## config.mk

```make
export PLATFORM = sky130hd
export DESIGN_NAME = somador_serial_nibble
export DESIGN_NICKNAME = d
export VERILOG_FILES = /design/src/rtl/somador_pkg.sv /design/src/rtl/somador_serial_nibble_quatrobitsadder.sv /design/src/rtl/somador_serial_nibble.sv
export SDC_FILE = /design/constraint.sdc
export NUM_CORES = 1
export LEC_CHECK = 0
export ABC_AREA = 1
export CAP_MARGIN = 20
export CORE_MARGIN = 2
export CORE_UTILIZATION = 44
export DETAILED_ROUTE_END_ITERATION = 10
export GPL_ROUTABILITY_DRIVEN = 0
export PLACE_DENSITY = 0.71
export SLEW_MARGIN = 10
export SYNTH_ARGS = -nofsm -noshare
export SYNTH_HDL_FRONTEND = slang
export SYNTH_SLANG_ARGS = --single-unit
export TNS_END_PERCENT = 50
```

## constraint.sdc

```tcl
create_clock -name clk -period 3.8 [get_ports clk]
set_input_delay 0.76 -clock clk [delete_from_list [all_inputs] [get_ports clk]]
set_output_delay 0.76 -clock clk [all_outputs]
set_load 0.05 [all_outputs]
```

## src/rtl/somador_pkg.sv

```systemverilog
// Shared definitions for the nibble-serial adder: FSM state encoding,
// nibble width and the index-width helper.
package somador_pkg;

  typedef enum logic [1:0] {
    IDLE = 2'd0,
    RUN  = 2'd1,
    DONE = 2'd2
  } state_t;

  localparam int NIBBLE_W = 4;

  // A one-nibble build still needs a 1-bit index register.
  function automatic int idx_width(input int n);
    return (n <= 1) ? 1 : $clog2(n);
  endfunction

endpackage

```

## src/rtl/somador_serial_nibble_quatrobitsadder.sv

```systemverilog
// quatrobitsadder: plain 4-bit ripple-carry adder, the single arithmetic
// element shared across all nibbles of the serial adder.
module quatrobitsadder
  import somador_pkg::*;
(
  input  logic [NIBBLE_W-1:0] a,
  input  logic [NIBBLE_W-1:0] b,
  input  logic                cin,
  output logic [NIBBLE_W-1:0] s,
  output logic                cout
);

  // Carries kept as separate nets so the ripple chain is not a self-loop on one vector.
  logic c1;
  logic c2;
  logic c3;

  assign s[0] = a[0] ^ b[0] ^ cin;
  assign c1   = (a[0] & b[0]) | (cin & (a[0] ^ b[0]));
  assign s[1] = a[1] ^ b[1] ^ c1;
  assign c2   = (a[1] & b[1]) | (c1 & (a[1] ^ b[1]));
  assign s[2] = a[2] ^ b[2] ^ c2;
  assign c3   = (a[2] & b[2]) | (c2 & (a[2] ^ b[2]));
  assign s[3] = a[3] ^ b[3] ^ c3;
  assign cout = (a[3] & b[3]) | (c3 & (a[3] ^ b[3]));

endmodule

```

## src/rtl/somador_serial_nibble.sv

```systemverilog
// Nibble-serial wide adder: one quatrobitsadder reused over N_NIBBLES cycles.
// Define SOMADOR_SUB_EN to honour the sub input (a - b); otherwise sub is ignored.
module somador_serial_nibble
  import somador_pkg::*;
#(
  parameter int N_NIBBLES = 4
) (
  input  logic                          clk,
  input  logic                          rst_n,
  input  logic                          in_valid,
  output logic                          in_ready,
  input  logic [NIBBLE_W*N_NIBBLES-1:0] a,
  input  logic [NIBBLE_W*N_NIBBLES-1:0] b,
  input  logic                          cin,
  input  logic                          sub,
  output logic                          out_valid,
  input  logic                          out_ready,
  output logic [NIBBLE_W*N_NIBBLES-1:0] s,
  output logic                          cout,
  output logic                          ovf,
  output logic [1:0]                    state_dbg
);

  localparam int W     = NIBBLE_W * N_NIBBLES;
  localparam int IDX_W = idx_width(N_NIBBLES);
  localparam logic [IDX_W-1:0] LAST_IDX = IDX_W'(N_NIBBLES - 1);

  if (N_NIBBLES < 1 || N_NIBBLES > 16) begin : g_bad_param
    $error("somador_serial_nibble: N_NIBBLES must be in 1..16");
  end

  state_t state_q;
  state_t state_d;

  logic [IDX_W-1:0]                       idx_q;
  logic                                   carry_q;
  logic [N_NIBBLES-1:0][NIBBLE_W-1:0]     a_q;
  logic [N_NIBBLES-1:0][NIBBLE_W-1:0]     bx_q;
  logic [N_NIBBLES-1:0][NIBBLE_W-1:0]     s_q;
  logic                                   cout_q;
  logic                                   ovf_q;

  logic                                   accept;
  logic                                   step;
  logic                                   last;
  logic [W-1:0]                           b_eff;
  logic                                   c_eff;
  logic [NIBBLE_W-1:0]                    nib_s;
  logic                                   nib_c;

  // Subtraction is a + ~b + 1, so only the b path and the initial carry change.
`ifdef SOMADOR_SUB_EN
  assign b_eff = sub ? ~b : b;
  assign c_eff = sub ? 1'b1 : cin;
`else
  logic unused_sub;
  assign unused_sub = sub;
  assign b_eff      = b;
  assign c_eff      = cin;
`endif

  quatrobitsadder u_adder (
    .a    (a_q[idx_q]),
    .b    (bx_q[idx_q]),
    .cin  (carry_q),
    .s    (nib_s),
    .cout (nib_c)
  );

  // Handshakes: a transfer happens on a rising edge where valid && ready.
  // in_ready is a pure function of state (never of out_ready); out_valid,
  // once raised, stays high with s/cout/ovf stable until out_ready is seen.
  always_comb begin
    state_d   = state_q;
    in_ready  = 1'b0;
    out_valid = 1'b0;
    accept    = 1'b0;
    step      = 1'b0;
    unique case (state_q)
      IDLE: begin
        in_ready = 1'b1;
        if (in_valid) begin
          accept  = 1'b1;
          state_d = RUN;
        end
      end
      RUN: begin
        step = 1'b1;
        if (idx_q == LAST_IDX) state_d = DONE;
      end
      DONE: begin
        out_valid = 1'b1;
        if (out_ready) state_d = IDLE;
      end
      default: state_d = IDLE;
    endcase
  end

  assign last = (idx_q == LAST_IDX);

  always_ff @(posedge clk or negedge rst_n) begin
    if (!rst_n) state_q <= IDLE;
    else        state_q <= state_d;
  end

  always_ff @(posedge clk or negedge rst_n) begin
    if (!rst_n) begin
      idx_q   <= '0;
      carry_q <= 1'b0;
      a_q     <= '0;
      bx_q    <= '0;
      s_q     <= '0;
      cout_q  <= 1'b0;
      ovf_q   <= 1'b0;
    end else begin
      if (accept) begin
        a_q     <= a;
        bx_q    <= b_eff;
        carry_q <= c_eff;
        idx_q   <= '0;
      end
      if (step) begin
        s_q[idx_q] <= nib_s;
        carry_q    <= nib_c;
        idx_q      <= idx_q + 1'b1;
        // On the top nibble nib_s[3] is the result sign bit.
        if (last) begin
          cout_q <= nib_c;
          ovf_q  <= (a_q[N_NIBBLES-1][NIBBLE_W-1] == bx_q[N_NIBBLES-1][NIBBLE_W-1]) &&
                    (nib_s[NIBBLE_W-1] != a_q[N_NIBBLES-1][NIBBLE_W-1]);
        end
      end
    end
  end

  assign s         = s_q;
  assign cout      = cout_q;
  assign ovf       = ovf_q;
  assign state_dbg = state_q;

endmodule

```

### Word level (Yosys, flattened, before mapping)

Cells that the tools add are included.

| word-level totals | value |
|---|---|
| word-level logic and storage cells | 74 |
| bits of input ports | 38 |
| output and inout bits | 22 |
| latch bits | 0 |
| register bits after elaboration | 55 |
| memory bits (writable) | 0 |
| memories kept | 0 |
| memory bits (read-only) | 0 |

| cells by class | value |
|---|---|
| bitwise operators | 20 |
| add/sub/neg operators | 1 |
| reduce and logical (&&, ||, !) cells | 6 |
| divide/modulo/power cells | 0 |
| magnitude comparators | 2 |
| multiply operators | 0 |
| multiplexer cells | 20 |
| equality and inequality tests | 8 |
| shifts and indexed selects | 0 |

Operators by type and width:

| operator | number |
|---|---|
| 4-bit binary-select mux with 2-bit select | 2 |
| 16-bit bitwise mux | 1 |
| 4-bit 2-to-1 mux | 3 |
| 2-bit 2-to-1 mux | 5 |
| 1-bit bitwise AND | 8 |
| 4-bit demux with 2-bit select | 1 |
| 1-bit bitwise XOR | 8 |
| 1-bit 2-to-1 mux | 7 |
| 2-bit != test, second input constant | 3 |
| 2-bit case mux with 3 select lines | 1 |
| 2-bit == test, second input constant | 2 |
| 1-bit bitwise OR | 4 |
| 2-bit by 3-bit < comparator with 1-bit output, second input constant | 1 |
| 3-bit AND reduction | 1 |
| 2-bit by 1-bit adder with 2-bit output, second input constant | 1 |
| 2-bit by 1-bit == test with 1-bit output, second input constant | 1 |
| 2-bit by 1-bit greater-or-equal comparator with 1-bit output, second input constant | 1 |
| 1-bit logical AND | 2 |
| 2-bit logical NOT | 1 |
| 2-bit AND reduction | 1 |
| 2-bit nonzero test | 1 |
| 1-bit == test | 1 |
| 1-bit != test | 1 |

### Logic depth before layout (Yosys ltp)

Gate-level depths: netlist of run 1.

| logic depth | value |
|---|---|
| depth in word-level cells | 12 |
| depth in mapped cells | 17 |
| gate-level depth less buffers | 16 |

### Hierarchy

A second synthesis of run 1 with hierarchy kept.

| second synthesis, totals | value |
|---|---|
| cell total of the unflattened synthesis | 338 |
| area total of the unflattened synthesis | 2678.8 µm² |

By module, submodules not included:

| module | sequential area each (µm²) | times used | cells each | area an instance (µm²) |
|---|---|---|---|---|
| somador_serial_nibble | 1376.3 | 1 | 324 | 2561.2 |
| quatrobitsadder | 0.0 | 1 | 14 | 117.6 |

### Worst setup path after synthesis of run 1

Ideal clock, no wire load.

| timing | value |
|---|---|
| path kind | register to register |
| start | register idx_q[1] |
| end | register ovf_q, in the netlist ovf |
| slack | 1040 ps |
| arrival | 2694 ps |
| clock period less this slack | 2760 ps |
| path buffers | 1 |
| setup time | 66 ps |
| required time | 3734 ps |
| cell stages (with the launch flop) | 18 |
| path through | dfrtp_1 inv_1 buf_2 nor2_1 o21ai_0 nand2_1 fa_1 inv_1 fa_1 inv_1 fa_1 inv_1 fa_1 nor2_1 nand2_1 nand2_1 nand2_1 nand2_1 |

| on the way | value |
|---|---|
| longest elaborated chain between the ends | 12 |
| elaborated cells on any way between the ends | 22 |
| those cells by class | eq/ne (2); mux (4); bitwise (14); reduce/logical (2) |

Ends and longest elaborated chain:

| item | line | RTL |
|---|---|---|
| from (decl) | somador_serial_nibble.sv:35 | `logic [IDX_W-1:0] idx_q;` |
| from (signal assigned) | somador_serial_nibble.sv:125 | `idx_q <= idx_q + 1'b1;` |
| 4-bit binary-select mux with 2-bit select, on equally long branches | somador_serial_nibble.sv:63, somador_serial_nibble.sv:64 |  |
| 4-bit 2-to-1 mux, on equally long branches | somador_serial_nibble.sv:63, somador_serial_nibble.sv:64 |  |
| 1-bit bitwise XOR | somador_serial_nibble_quatrobitsadder.sv:19 | `assign c1 = (a[0] & b[0]) \| (cin & (a[0] ^ b[0]));` |
| 1-bit bitwise AND | somador_serial_nibble_quatrobitsadder.sv:19 |  |
| 1-bit bitwise OR | somador_serial_nibble_quatrobitsadder.sv:19 |  |
| 1-bit bitwise AND | somador_serial_nibble_quatrobitsadder.sv:21 | `assign c2 = (a[1] & b[1]) \| (c1 & (a[1] ^ b[1]));` |
| 1-bit bitwise OR | somador_serial_nibble_quatrobitsadder.sv:21 |  |
| 1-bit bitwise AND | somador_serial_nibble_quatrobitsadder.sv:23 | `assign c3 = (a[2] & b[2]) \| (c2 & (a[2] ^ b[2]));` |
| 1-bit bitwise OR | somador_serial_nibble_quatrobitsadder.sv:23 |  |
| 1-bit bitwise XOR | somador_serial_nibble_quatrobitsadder.sv:24 | `assign s[3] = a[3] ^ b[3] ^ c3;` |
| 1-bit != test | somador_serial_nibble.sv:130 | `(nib_s[NIBBLE_W-1] != a_q[N_NIBBLES-1][NIBBLE_W-1]);` |
| 1-bit logical AND | somador_serial_nibble.sv:129 | `ovf_q <= (a_q[N_NIBBLES-1][NIBBLE_W-1] == bx_q[N_NIBBLES-1][NIBBLE_W-1]) &&` |
| to (signal assigned) | somador_serial_nibble.sv:129 |  |
| to (decl) | somador_serial_nibble.sv:41 | `logic ovf_q;` |

Parallel ways exist; a longest one is shown, timed or not. The select of a mux whose other input is x is not followed.
A chain may end at the register's enable or synchronous reset.

### Worst setup path after layout of run 1

| timing | value |
|---|---|
| start | register idx_q[0] |
| end | register ovf_q, in the netlist ovf |

The elaborated chain is that of the path after synthesis.

==> results.toml, run 1 <==
[routing]
drc_errors = 0
wl_um = 5390
wire_per_inst_um = 11.7
dr_total_vias = 2192
dr.first_iter.drc_count = 96
drtPass1Iterations = 4
via_per_inst = 4.74
ant_nets = 0

[timing]
tightest_slew_ns = 0.597
clock_skew_ns = 0.00846
slew-limit-headroom = 0.601
final_max_slew_viol_count = 0
period_needed_ns = 3.10
rsz0062_at_grt = "no"
fin_setup_tns_ns = 0
final_hold_viol_count = 0
timing.final.crit_share = 0.816
max_freq_mhz = 323
finalSetupViolCount = 0

[yosys]
syn_area_per_cell_um2 = 8.02
syn_nets = 376
ys_ff_latch = 55
syn_area_um2 = 2650
synth-seq-area-share = 0.520
yosysUniqueCellTypes = 18
synthCells = 330
ys_warn_count = 0

[setup_path]
cpMostUsedCell = "nand2_1"
arrival_ns = 3.35
critPathMaxStageDelay_ns = 0.45
r2r_slack_ns = 0.70
startpoint = "idx_q[0]"
reg2reg_from = "idx_q[0]"
critPathKind = "flip-flop to flip-flop"
startpoint_type = "flip-flop"
crit_slowest_cell = "fa_1"
crit_chain = "buf_4 > inv_1 > o21ai_0 > nand2_1 > fa_1 > inv_1 > fa_1 > inv_1 > fa_1 > inv_1 > fa_1 > nor2_1 > nand2_1 > nand2_1 > nand2_1 > nand2_1"
crit_fanout = 25
cp-end-kind = "flip-flop"
required_ns = 4.05

[global_route]
busiest_layer = "met2"
grt_pass1_vias = 2119
grt_pass1_wl_um = 9290
use_met3 = 0.0407
grt_max_degree = 35
use_met1 = 0.214
grtUsageMet2 = 0.319
grt_overflow_total = 0
grt_usage = 0.182
antenna_found_initial = 0

[placed_design]
dpl.hpwl_um = 4000
port-buffer-count = 58
place_area_um2 = 3270

[run]
cap_viol_max_count = 0

[layout]
fillerInstances = 537
final_util = 0.582
layout.nets = 432
area_growth_pct = 28.7
drive_gt1_frac = 0.0465
fin_area_um2 = 3400
diodes = 0

[floorplan]
die_w_um = 81.5
fp.coreArea_um2 = 5850
io_pins = 60
initial_core_util = 0.452
rows = 28
die_h_um = 81.5
die_area_um2 = 6650

[pwr]
pwr-share-seq = 0.311
switching_share = 0.478
p_leak_uw = 0.00174
p_int_uw = 1740
pwr-share-clk = 0.134
ir_worst_vdd_uv = 559
pwr-share-comb = 0.555
p_per_area_nw_per_um2 = 980
p_sw_uw = 1590

[clocking]
clk_pin_slew_ns = 0.09
ctsResizeCount = 0
postCtsHoldBufs = 0
clock_sinks = 55
cts_setup_buffers = 0
cts_inserted_buffers = 5
cts_max_level = 2
clk_latency_ns = 0.31
clock_path_buffers = 2
tritoncts = "done"
root_buffer = "clkbuf_8"

[worst_hold_path]
holdCritPathClass = "primary input to async pin"

[status]
status = "finished, final reports clean"
worst max-delay path: cells and delay by family (launching register included):
| family | cells | cell delay, ns |
|---|---|---|
| and+or+nand+nor | 6 | 0.41 |
| buffers and inverters | 5 | 0.73 |
| AOI/OAI and AO/OA | 1 | 0.22 |
| adders and majority gates | 4 | 1.34 |
| DFF | 1 | 0.34 |
through the flow:
step	worst slack (ns)	hold WS, ns	total power [uW]	std cells
after floorplan	1.04	0.437	2380	330
after global routing	0.437	0.482	3650	462
final	0.700	0.441	3340	462
after global placement	0.758	0.450	2860	453
after detailed placement	0.724	0.455	2910	454
after CTS	0.690	0.449	3370	462
worst paths after layout:
kind,to,depth (start not counted)
max,ovf,16
min,s[12],1
max reg2reg,ovf,16
min reg2reg,a_q[14],2
max in group asynchronous,bx_q[14],3
min in group clk,a_q[14],2
sequential cells by signal, summed over array words and instances (netlist names):
signal     flops
s             16
cout           1
bx_q          16
state_dbg      2
ovf            1
a_q           16
idx_q          2
carry_q        1
layout by cell type (no fill, tap or decap), types with 2 or more instances in the layout:
cell	netlist	routed
o21ai_0	11	11
clkdlybuf4s50_1	0	57
nor2_1	13	13
nand2_4	2	2
fa_1	4	4
nand2_1	162	162
ha_1	4	4
dfrtp_1	55	55
nand3_1	43	43
buf_4	3	4
clkbuf_8	0	5
inv_1	18	18
bufinv_16	0	2
kinds of logic after synthesis:
group                      after synthesis  synth area share
DFF                                     55             0.520
and+or+nand+nor                        222             0.345
AOI/OAI and AO/OA                       12            0.0237
adders and majority gates                8            0.0492
buffers and inverters                   33            0.0620
cell usage after synthesis:
cell / instances / area [um^2]
nand2_1: 162 / 608
nand3_1: 43 / 215
inv_1: 18 / 67.6
clkbuf_1: 1 / 3.75
nor2_4: 1 / 11.3
nand2_4: 2 / 22.5
fa_1: 4 / 80.1
ha_1: 4 / 50.1
inv_2: 1 / 3.75
buf_1: 2 / 7.51
nor2_1: 13 / 48.8
dfrtp_1: 55 / 1380
nor2_2: 1 / 6.26
buf_4: 3 / 22.5
buf_2: 5 / 25.0
o21ai_0: 11 / 55.1
buf_6: 3 / 33.8
o31ai_1: 1 / 7.51
metal layers:
layer  wire length, um  up-vias
li1                  -     1133
met1              2360     1002
met2              2710       48
met3               204        9
met4               117        0
met5                 0        -
power groups by stage:
stage / Sequential, uW / Clock, uW / Combinational (uW)
2_1_floorplan: 1340 / 0 / 1040
3_3_place_gp: 1040 / 0 / 1810
3_5_place_dp: 1050 / 0 / 1860
4_1_cts: 1040 / 460 / 1870
5_1_grt: 1070 / 485 / 2100
6_report: 1040 / 448 / 1850
cell type report:
type / count / area, um^2 / share of cell area
flip-flops and latches: 55 / 1380 / 0.404
repair buffers: 63 / 626 / 0.184
inverters: 19 / 71.3 / 0.0209
multi-input cells: 242 / 1100 / 0.325
clock buffers: 6 / 72.6 / 0.0213
clock inverters: 2 / 60.1 / 0.0176
well taps: 75 / 93.8 / 0.0276
Power figures use the tool's default switching activity.
==> run 2: changes to the inputs <==
--- a/config.mk
+++ b/config.mk
@@ -11,7 +11,7 @@
 export CORE_UTILIZATION = 44
 export DETAILED_ROUTE_END_ITERATION = 10
 export GPL_ROUTABILITY_DRIVEN = 0
-export PLACE_DENSITY = 0.71
+export PLACE_DENSITY = 0.74
 export SLEW_MARGIN = 10
 export SYNTH_ARGS = -nofsm -noshare
 export SYNTH_HDL_FRONTEND = slang
==> constraint.sdc (replaced) <==
create_clock -name clk -period 2.77 [get_ports clk]
set_input_delay 0.554 -clock clk [delete_from_list [all_inputs] [get_ports clk]]
set_output_delay 0.554 -clock clk [all_outputs]
set_load 0.05 [all_outputs]
==> run 2 against run 1 <==
Global-route usage rose by 0.32 points. Sequential power rose by 38%. Non-clock buffer count rose by 15. Clock power rose by 7.8%. Clock skew barely moved. Critical path type unchanged. Highest routed layer unchanged.
==> results.toml, run 2 (synthesis results as in run 1) <==
[status]
status = "finished, final reports clean"

[clocking]
clk_pin_slew_ns = 0.10
clk_latency_ns = 0.31
clock_path_buffers = 2
clock_sinks = 55
root_buffer = "clkbuf_8"
tritoncts = "done"
cts_inserted_buffers = 5
cts_max_level = 2
postCtsHoldBufs = 0

[setup_path]
critPathMaxStageDelay_ns = 0.56
r2r_end = "ovf"
arrival_ns = 2.94
crit_slowest_cell = "fa_2"
crit_fanout = 5
ff2ff_path_depth = 16
cp-end-kind = "flip-flop"
crit_chain = "buf_6 > o21ai_0 > nand2_1 > nand2_1 > fa_2 > inv_2 > fa_1 > inv_1 > fa_2 > inv_2 > fa_2 > nor2_1 > nand2_1 > nand2_1 > nand2_1 > nand2_1"
startpoint_type = "flip-flop"
cpMostUsedCell = "nand2_1"
reg2reg_from = "idx_q[0]"
required_ns = 2.98
critPathKind = "flip-flop to flip-flop"
r2r_slack_ns = 0.04

[global_route]
antenna_found_initial = 0
grt_overflow_total = 0
grt_max_degree = 35
grt_pass1_wl_um = 9560
grt_pass1_vias = 2117
grt_usage = 0.186

[timing]
tightest_slew_ns = 0.499
timing.final.crit_share = 0.987
fin_setup_tns_ns = 0
rsz0062_at_grt = "yes"
slew-limit-headroom = 0.666
final_max_slew_viol_count = 0
max_freq_mhz = 366
finalSetupViolCount = 0
final_hold_viol_count = 0
period_needed_ns = 2.73
clock_skew_ns = 0.00812

[pwr]
p_per_area_nw_per_um2 = 1350
p_leak_uw = 0.00179
power.total_uw = 4730
ir_worst_vdd_uv = 689

[routing]
via_per_inst = 4.82
wire_per_inst_um = 11.8
drc_errors = 0
dr_total_vias = 2298
dr.first_iter.drc_count = 123
drtPass1Iterations = 5
wl_um = 5640
ant_nets = 0

[run]
cap_viol_max_count = 0

[layout]
final_cells = 477
final_util = 0.599
layout_commonest_cell = "nand2_1"
diodes = 0
drive_gt1_frac = 0.112
layout.nets = 447
area_growth_pct = 32.5
final_cell_mix = "nand2_1 (160), clkdlybuf4s50_1 (56), dfrtp_1 (55)"
fin_area_um2 = 3500

[floorplan]
fp.coreArea_um2 = 5850
die_area_um2 = 6650
io_pins = 60
die_w_um = 81.5
rows = 28
die_h_um = 81.5
initial_core_util = 0.452

[placed_design]
place_area_um2 = 3330
dp_cells = 464
dpl.hpwl_um = 4130
port-buffer-count = 58

[worst_hold_path]
holdCritPathClass = "primary input to async pin"
[run 2: repair_timing]
action                                  4_1_cts  5_1_grt
setup buffers                                 4        1
cloned                                        0        0
gates resized for setup                       8        7
pin swaps                                     5        8
endpoints found under the setup margin        5        5
[run 2: metal layers]
metal  GRT usage  up-vias  wire, um
met5           0        -         0
met4      0.0627        0       112
met3      0.0396       10       236
met2       0.304       53      2710
met1       0.245     1067      2580
li1            -     1168         -
[run 2: worst max path at each step]
stage	startpoint	end	slack (ns)	cells past startpoint
floorplan	idx_q[1]	ovf	0.01	17
global placement	idx_q[0]	ovf	-0.006	17
detailed placement	idx_q[0]	ovf	-0.06	17
CTS	idx_q[0]	ovf	0.02	17
global route	idx_q[0]	ovf	-0.16	17
finish	idx_q[0]	ovf	0.04	16
[run 2: layout make-up]
class | instances | area, um^2
Fill cell | 530 | 2350
Sequential cell | 55 | 1380
Multi-Input combinational cell | 242 | 1130
Timing Repair Buffer | 78 | 731
Clock buffer | 7 | 96.3
Tap cell | 75 | 93.8
Inverter | 19 | 71.3
Clock inverter | 1 | 7.51
[run 2: critical path: cells and delay by family (launching register included)]
kind	cells	cell delay [ns]
flops	1	0.44
buf+inv	4	0.31
fa+ha+maj	4	1.29
simple gates	7	0.42
compound gates	1	0.18
[run 2: power breakdown]
part	switching (uW)	internal, uW	leakage [uW]	total [uW]
Sequential	247	1190	0.000686	1430
Clock	256	228	0.0000505	483
Combinational	1790	1020	0.00106	2810
Total	2290	2430	0.00179	4730
[run 2: metrics by stage]
stage          setup slack (ns)  hold slack (ns)
2_1_floorplan            0.0103            0.258
3_3_place_gp           -0.00631            0.452
3_5_place_dp            -0.0636            0.455
4_1_cts                  0.0223            0.247
5_1_grt                  -0.161            0.250
6_report                 0.0360            0.235
